`config.mk`:
```
export PLATFORM = sky130hd
export DESIGN_NAME = pi_code_ctrl_flat
export DESIGN_NICKNAME = d
export VERILOG_FILES = /design/src/rtl/pi_code_ctrl_pkg.sv /design/src/rtl/pi_code_ctrl_if.sv /design/src/rtl/pi_code_ctrl_vote_integrator.sv /design/src/rtl/pi_code_ctrl.sv /design/src/flat_wrapper.sv
export SDC_FILE = /design/constraint.sdc
export NUM_CORES = 1
export LEC_CHECK = 0
export CAP_MARGIN = 15
export CORE_ASPECT_RATIO = 1.5
export CORE_UTILIZATION = 57
export DETAILED_ROUTE_END_ITERATION = 10
export PLACE_DENSITY = 0.81
export SLEW_MARGIN = 20
export SYNTH_ARGS = -nofsm -noshare
export SYNTH_HDL_FRONTEND = slang
export SYNTH_HIERARCHICAL = 1
export SYNTH_SLANG_ARGS = --single-unit
```
`constraint.sdc`:
```
create_clock -name clk -period 4.23 [get_ports clk]
set_input_delay 1.0575 -clock clk [delete_from_list [all_inputs] [get_ports clk]]
set_output_delay 1.0575 -clock clk [all_outputs]
set_load 0.01 [all_outputs]
```
`src/rtl/pi_code_ctrl_pkg.sv`:
```
// Shared types and constants for the phase-interpolator code controller.
//   pi_state_t : loop state (coarse acquire, fine track, frozen)
//   pi_dir_t   : direction of an applied code step
package pi_ctrl_pkg;

  typedef enum logic [1:0] {
    ACQ   = 2'd0,
    TRACK = 2'd1,
    HOLD  = 2'd2
  } pi_state_t;

  typedef enum logic {
    DIR_UP = 1'b0,
    DIR_DN = 1'b1
  } pi_dir_t;

  localparam int PI_CODE_W = 11;

endpackage

```
`src/rtl/pi_code_ctrl_if.sv`:
```
// Bus between the CDR vote source / PI and the code controller.
//   master : drives votes, freeze, load/load_code; observes code and status
//   slave  : the controller side
interface pi_code_ctrl_if
  import pi_ctrl_pkg::*;
#(
  parameter int CODE_W = PI_CODE_W
);
  logic              vote_vld;
  logic              vote_up;
  logic              vote_dn;
  logic              freeze;
  logic              load;
  logic [CODE_W-1:0] load_code;
  logic [CODE_W-1:0] pi_code;
  logic              code_upd;
  logic              locked;
  logic [1:0]        state_o;

  modport master (
    output vote_vld, vote_up, vote_dn, freeze, load, load_code,
    input  pi_code, code_upd, locked, state_o
  );

  modport slave (
    input  vote_vld, vote_up, vote_dn, freeze, load, load_code,
    output pi_code, code_upd, locked, state_o
  );
endinterface

```
`src/rtl/pi_code_ctrl_vote_integrator.sv`:
```
// Saturating signed early/late vote counter with threshold compare.
//   en     : count this cycle's vote (up^dn only)
//   clr    : zero the counter (wins over en)
//   thr    : positive threshold magnitude
//   req_up : count >= +thr ; req_dn : count <= -thr
module vote_integrator #(
  parameter int CNT_W = 6
) (
  input  logic             clk,
  input  logic             rst_n,
  input  logic             en,
  input  logic             up,
  input  logic             dn,
  input  logic             clr,
  input  logic [CNT_W-1:0] thr,
  output logic             req_up,
  output logic             req_dn
);
  localparam logic signed [CNT_W-1:0] MAX = {1'b0, {(CNT_W-1){1'b1}}};
  localparam logic signed [CNT_W-1:0] MIN = -MAX;
  localparam logic signed [CNT_W-1:0] ONE = 1;

  logic signed [CNT_W-1:0] cnt;
  logic signed [CNT_W-1:0] thr_s;

  assign thr_s  = signed'(thr);
  assign req_up = (cnt >= thr_s);
  assign req_dn = (cnt <= -thr_s);

  always_ff @(posedge clk or negedge rst_n) begin
    if (!rst_n) begin
      cnt <= '0;
    end else if (clr) begin
      cnt <= '0;
    end else if (en && (up ^ dn)) begin
      if (up && cnt != MAX)      cnt <= cnt + ONE;
      else if (dn && cnt != MIN) cnt <= cnt - ONE;
    end
  end
endmodule

```
`src/rtl/pi_code_ctrl.sv`:
```
// Phase-interpolator code sequencer for the RX CDR.
// Integrates bang-bang votes, steps pi_code (coarse in ACQ, fine in TRACK),
// enforces a PI settling gap between updates, and tracks lock via direction
// reversals (gain lock) and same-direction runs (lose lock).
//   clk, rst_n : clock, async active-low reset
//   bus.slave  : votes, freeze, load/load_code in; pi_code, code_upd,
//                locked, state_o out (all outputs registered)
module pi_code_ctrl
  import pi_ctrl_pkg::*;
#(
  parameter int CODE_W     = PI_CODE_W,
  parameter int CNT_W      = 6,
  parameter int ACQ_THRESH = 4,
  parameter int TRK_THRESH = 16,
  parameter int ACQ_STEP   = 8,
  parameter int TRK_STEP   = 1,
  parameter int SETTLE     = 4,
  parameter int LOCK_REV   = 8,
  parameter int UNLOCK_RUN = 16
) (
  input  logic           clk,
  input  logic           rst_n,
  pi_code_ctrl_if.slave  bus
);
  localparam int SET_W = (SETTLE > 1) ? $clog2(SETTLE) : 1;
  localparam int REV_W = $clog2(LOCK_REV + 1);
  localparam int RUN_W = $clog2(UNLOCK_RUN + 1);

  localparam logic [SET_W-1:0]  SETTLE_LD = SET_W'(SETTLE - 1);
  localparam logic [REV_W-1:0]  REV_LIM   = REV_W'(LOCK_REV);
  localparam logic [RUN_W-1:0]  RUN_LIM   = RUN_W'(UNLOCK_RUN);
  localparam logic [CNT_W-1:0]  ACQ_THR   = CNT_W'(ACQ_THRESH);
  localparam logic [CNT_W-1:0]  TRK_THR   = CNT_W'(TRK_THRESH);
  localparam logic [CODE_W-1:0] ACQ_INC   = CODE_W'(ACQ_STEP);
  localparam logic [CODE_W-1:0] TRK_INC   = CODE_W'(TRK_STEP);

  pi_state_t         state, saved_state;
  pi_dir_t           last_dir, step_dir;
  logic [CODE_W-1:0] pi_code, code_next, step_amt;
  logic [SET_W-1:0]  settle_cnt;
  logic [REV_W-1:0]  rev_cnt, rev_next;
  logic [RUN_W-1:0]  run_cnt, run_next;
  logic              code_upd, locked;
  logic              req_up, req_dn, step_go, int_en, int_clr;

  // Votes are ignored while frozen, including the first freeze cycle and the
  // cycle that leaves HOLD.
  assign int_en  = bus.vote_vld && !bus.freeze && (state != HOLD);
  assign int_clr = bus.load || step_go;

  vote_integrator #(.CNT_W(CNT_W)) u_vote (
    .clk    (clk),
    .rst_n  (rst_n),
    .en     (int_en),
    .up     (bus.vote_up),
    .dn     (bus.vote_dn),
    .clr    (int_clr),
    .thr    ((state == TRACK) ? TRK_THR : ACQ_THR),
    .req_up (req_up),
    .req_dn (req_dn)
  );

  always_comb begin
    step_dir  = req_up ? DIR_UP : DIR_DN;
    step_go   = (req_up || req_dn) && (settle_cnt == '0) && !bus.load
                && !bus.freeze && (state != HOLD);
    step_amt  = (state == TRACK) ? TRK_INC : ACQ_INC;
    code_next = (step_dir == DIR_UP) ? pi_code + step_amt : pi_code - step_amt;
    rev_next  = rev_cnt;
    run_next  = run_cnt;
    if (step_dir != last_dir) begin
      if (rev_cnt != '1) rev_next = rev_cnt + 1'b1;
      run_next = RUN_W'(1);
    end else if (run_cnt != '1) begin
      run_next = run_cnt + 1'b1;
    end
  end

  always_ff @(posedge clk or negedge rst_n) begin
    if (!rst_n) begin
      state       <= ACQ;
      saved_state <= ACQ;
      last_dir    <= DIR_UP;
      pi_code     <= '0;
      settle_cnt  <= '0;
      rev_cnt     <= '0;
      run_cnt     <= '0;
      code_upd    <= 1'b0;
      locked      <= 1'b0;
    end else begin
      code_upd <= 1'b0;
      // Settle timer runs in every state; branches below may reload it.
      if (settle_cnt != '0) settle_cnt <= settle_cnt - 1'b1;

      if (bus.load) begin
        pi_code     <= bus.load_code;
        code_upd    <= 1'b1;
        settle_cnt  <= SETTLE_LD;
        rev_cnt     <= '0;
        run_cnt     <= '0;
        locked      <= 1'b0;
        saved_state <= ACQ;
        state       <= bus.freeze ? HOLD : ACQ;
      end else if (bus.freeze) begin
        if (state != HOLD) saved_state <= state;
        state <= HOLD;
      end else if (state == HOLD) begin
        state <= saved_state;
      end else if (step_go) begin
        pi_code    <= code_next;
        code_upd   <= 1'b1;
        settle_cnt <= SETTLE_LD;
        last_dir   <= step_dir;
        rev_cnt    <= rev_next;
        run_cnt    <= run_next;
        if (state == ACQ && rev_next >= REV_LIM) begin
          state   <= TRACK;
          locked  <= 1'b1;
          rev_cnt <= '0;
        end else if (state == TRACK && run_next >= RUN_LIM) begin
          state   <= ACQ;
          locked  <= 1'b0;
          rev_cnt <= '0;
        end
      end
    end
  end

  assign bus.pi_code  = pi_code;
  assign bus.code_upd = code_upd;
  assign bus.locked   = locked;
  assign bus.state_o  = state;
endmodule
```
`src/flat_wrapper.sv`:
```
// flat-port wrapper written by rule: the top's interface ports become plain ports
module pi_code_ctrl_flat import pi_ctrl_pkg::*;
#(
  parameter int CODE_W     = PI_CODE_W,
  parameter int CNT_W      = 6,
  parameter int ACQ_THRESH = 4,
  parameter int TRK_THRESH = 16,
  parameter int ACQ_STEP   = 8,
  parameter int TRK_STEP   = 1,
  parameter int SETTLE     = 4,
  parameter int LOCK_REV   = 8,
  parameter int UNLOCK_RUN = 16
)
  (clk, rst_n, bus_vote_vld, bus_vote_up, bus_vote_dn, bus_freeze, bus_load, bus_load_code, bus_pi_code, bus_code_upd, bus_locked, bus_state_o);
  pi_code_ctrl_if #(.CODE_W(CODE_W)) bus_i ();
  input  logic clk;
  input  logic rst_n;
  input wire logic [$bits(bus_i.vote_vld)-1:0] bus_vote_vld;
  input wire logic [$bits(bus_i.vote_up)-1:0] bus_vote_up;
  input wire logic [$bits(bus_i.vote_dn)-1:0] bus_vote_dn;
  input wire logic [$bits(bus_i.freeze)-1:0] bus_freeze;
  input wire logic [$bits(bus_i.load)-1:0] bus_load;
  input wire logic [$bits(bus_i.load_code)-1:0] bus_load_code;
  output wire logic [$bits(bus_i.pi_code)-1:0] bus_pi_code;
  output wire logic [$bits(bus_i.code_upd)-1:0] bus_code_upd;
  output wire logic [$bits(bus_i.locked)-1:0] bus_locked;
  output wire logic [$bits(bus_i.state_o)-1:0] bus_state_o;
  assign bus_i.vote_vld = bus_vote_vld;
  assign bus_i.vote_up = bus_vote_up;
  assign bus_i.vote_dn = bus_vote_dn;
  assign bus_i.freeze = bus_freeze;
  assign bus_i.load = bus_load;
  assign bus_i.load_code = bus_load_code;
  assign bus_pi_code = bus_i.pi_code;
  assign bus_code_upd = bus_i.code_upd;
  assign bus_locked = bus_i.locked;
  assign bus_state_o = bus_i.state_o;
  pi_code_ctrl #(.CODE_W(CODE_W), .CNT_W(CNT_W), .ACQ_THRESH(ACQ_THRESH), .TRK_THRESH(TRK_THRESH), .ACQ_STEP(ACQ_STEP), .TRK_STEP(TRK_STEP), .SETTLE(SETTLE), .LOCK_REV(LOCK_REV), .UNLOCK_RUN(UNLOCK_RUN)) u_core (.clk(clk), .rst_n(rst_n), .bus(bus_i));
endmodule
```
==> results_dict.tcl <==
set metrics [dict create \
    layout.nets 404 \
    drv_slew 0 \
    hold_violations 0 \
    met3_usage 0.0502 \
    coreArea_mm2 0.00462 \
    synth_cell_types 61 \
    yosysTopAreaCell "dfrtp_1" \
    cts_tree "yes" \
    netlist_top_cells_area "dfrtp_1, ha_1, a21oi_1" \
    num_rows 30 \
    ys.flop_type "dfrtp_1" \
    die_h_um 87.7 \
    dieArea_mm2 0.00519 \
    worstSetupPathType "reg -> reg" \
    ios 33 \
    placed_cell_area_mm2 0.00320 \
    synthArstFlopShare 1.00 \
    syn_inst 317 \
    cp.arrival_ps 3960 \
    seq_area_frac_synth 0.314 \
    clockBufferDepth 2 \
    synth_edf_count 0 \
    grt_pass1_wl_mm 10.6 \
    min_period_ps 3780 \
    antenna_found_initial 0 \
    hold_buffers 0 \
    design_area_mm2 0.00330 \
    place_ws_ps 485 \
    gp_congestion 0.894 \
    fin_ws_ps 453 \
    viasPerCell 5.77 \
    finalCritPeriodShare 0.893 \
    start_util 0.605 \
    skew_ps 10.5 \
    cts_root_buf "clkbuf_8" \
    io_buffers 32 \
    totalWireLength_mm 6.26 \
    critPathLaunchType "flop" \
    hold_class "reg -> reg" \
    synth_top_area_share 0.314 \
    p_per_area_mw_per_mm2 281 \
    htreeDepth 2 \
    final_cell_mix "dfrtp_1, clkdlybuf4s50_1, a21oi_1" \
    syn2layout_area_growth_pct 18.4 \
    syn_area_per_cell_um2 8.81 \
    rsz0062_at_grt "no" \
    die_x_um 59.1 \
    irDropWorstVdd_mv 0.209 \
    grt_pass1_vias 2535 \
    grt_start_max_net_pins 36 \
    met1_usage 0.282 \
    cp_max_fo 11 \
    drv_cap 0 \
    synth_seq_cells 35 \
    status "complete, no violations" \
    ff2ff_path_depth 18 \
    dp_hpwl_mm 4.67 \
    leakage_nw 1.46 \
    cts_resized 0 \
    clock.fmax_mhz 265 \
    endpoint_kind "flop" \
    layout_commonest_cell "dfrtp_1" \
    setup_violations 0 \
    ant_nets 0 \
    syn-cell-area_mm2 0.00279 \
    path_clk_slew_ps 80 \
    vias 2441 \
    clk_latency_ps 290 \
    busiest_layer "met2" \
    tns_ps 0 \
    routedWlPerCell_um 14.8 \
    drive_gt1_frac 0.0836 \
    yosys_warnings 6 \
    grtUsageMet2 0.493 \
    track_usage 0.266 \
    clock_sinks 35 \
    drc_errors 0 \
    gr-total-overflow 0 \
    worstHoldPathCells 1 \
    drt_iter0_drc 83 \
    drtPass1Iterations 4 \
    antennaDiodeCount 0 \
    worstPathRequired_ps 4420 \
    cts_buffers 5 \
    postCtsSetupRepairBufs 0 \
]
-- critical path, cell delays in order (launching register included) --
cell      delay [ps]
dfrtp_1          530
nor2b_1          220
inv_1            110
nor3_1           290
nand3_1          140
xnor2_1          190
ha_1             190
nand4_1          130
o211ai_1         190
o221ai_1         150
nor2_1           120
nor3b_1           70
nor2_1           190
inv_1             80
and4bb_1         250
o21ai_0           80
o21a_2           170
or4b_1           480
o311ai_1         100
-- power by group --
part / leakage (nW) / switching [mW] / internal, mW
clock network: 0.0505 / 0.126 / 0.148
logic: 0.958 / 0.143 / 0.130
registers: 0.452 / 0.0253 / 0.356
total: 1.46 / 0.295 / 0.635
-- cell usage after synthesis, drive strengths merged (6+ instances only) --
master and instances:
nand2 19, xnor2 12, nand3 9, nand4 6, ha 27, a21o 8
mux2i 6, buf 6, dfrtp 35, and3 7, nor3 7, xor2 7
a21oi 30, nor2 18, nand2b 7, inv 26, o21ai 21
-- per-stage QoR --
stage / hold slack (ps) / power [mW] / cells / utilization
finish: 516 / 0.930 / 423 / 0.716
global route: 561 / 0.985 / 423 / 0.716
CTS: 523 / 0.938 / 423 / 0.716
detailed placement: 506 / 0.657 / 415 / 0.693
global placement: 497 / 0.650 / 415 / 0.693
floorplan: 467 / 0.568 / 324 / -
-- kinds of logic (layout without fill, tap and decap cells) --
| kind of cell | count (synthesis) | in the layout | synth area share |
|---|---|---|---|
| flip-flops | 35 | 35 | 0.314 |
| buffers and inverters | 37 | 72 | 0.0574 |
| adder cells (fa/ha/maj) | 28 | 28 | 0.128 |
| multiplexers | 8 | 8 | 0.0296 |
| AO/OA/AOI/OAI | 90 | 90 | 0.212 |
| other | 1 | 8 | 0.00134 |
| XOR/XNOR | 19 | 19 | 0.0623 |
| AND/OR/NAND/NOR | 99 | 99 | 0.195 |
-- area by class of cell --
cell class                 instances  area [um2]
timing repair buffer              38         365
clock inverter                     1        7.51
sequential                        35         876
tap                               64        80.1
multi-input combinational        252        1780
clock buffer                       7        96.3
inverter                          26        97.6
fill                             376        1310
-- sequential cells by signal, indices dropped and copies added (netlist names) --
name,flops
u_core/settle_cnt,2
u_core/saved_state,2
u_core/bus.state_o,2
u_core/rev_cnt,4
u_core/bus.code_upd,1
u_core/bus.pi_code,11
u_core/bus.locked,1
u_core/run_cnt,5
u_core/last_dir,1
u_core/u_vote/cnt,6
-- routing by layer --
layer,wire length [um],up-vias
li1,-,1215
met1,2500,1136
met2,3300,74
met3,266,16
met4,184,0
met5,0,-
-- worst paths after layout --
| check | from | endpoint | slack [ps] |
|---|---|---|---|
| max in group asynchronous | rst_n | u_core/u_vote/cnt[0]$_DFFE_PN0P_ | 2700 |
| hold / removal | u_core/settle_cnt[0]$_DFF_PN0_ | u_core/settle_cnt[0]$_DFF_PN0_ | 520 |
| hold reg to reg | u_core/settle_cnt[0]$_DFF_PN0_ | u_core/settle_cnt[0]$_DFF_PN0_ | 520 |
| min in group asynchronous | rst_n | u_core/settle_cnt[0]$_DFF_PN0_ | 1180 |
| setup / recovery | u_core/bus.state_o[0]$_DFFE_PN0P_ | u_core/u_vote/cnt[5]$_DFFE_PN0P_ | 450 |
| setup reg to reg | u_core/bus.state_o[0]$_DFFE_PN0P_ | u_core/u_vote/cnt[5]$_DFFE_PN0P_ | 450 |
No activity file was read; power rests on OpenSTA's default activity.
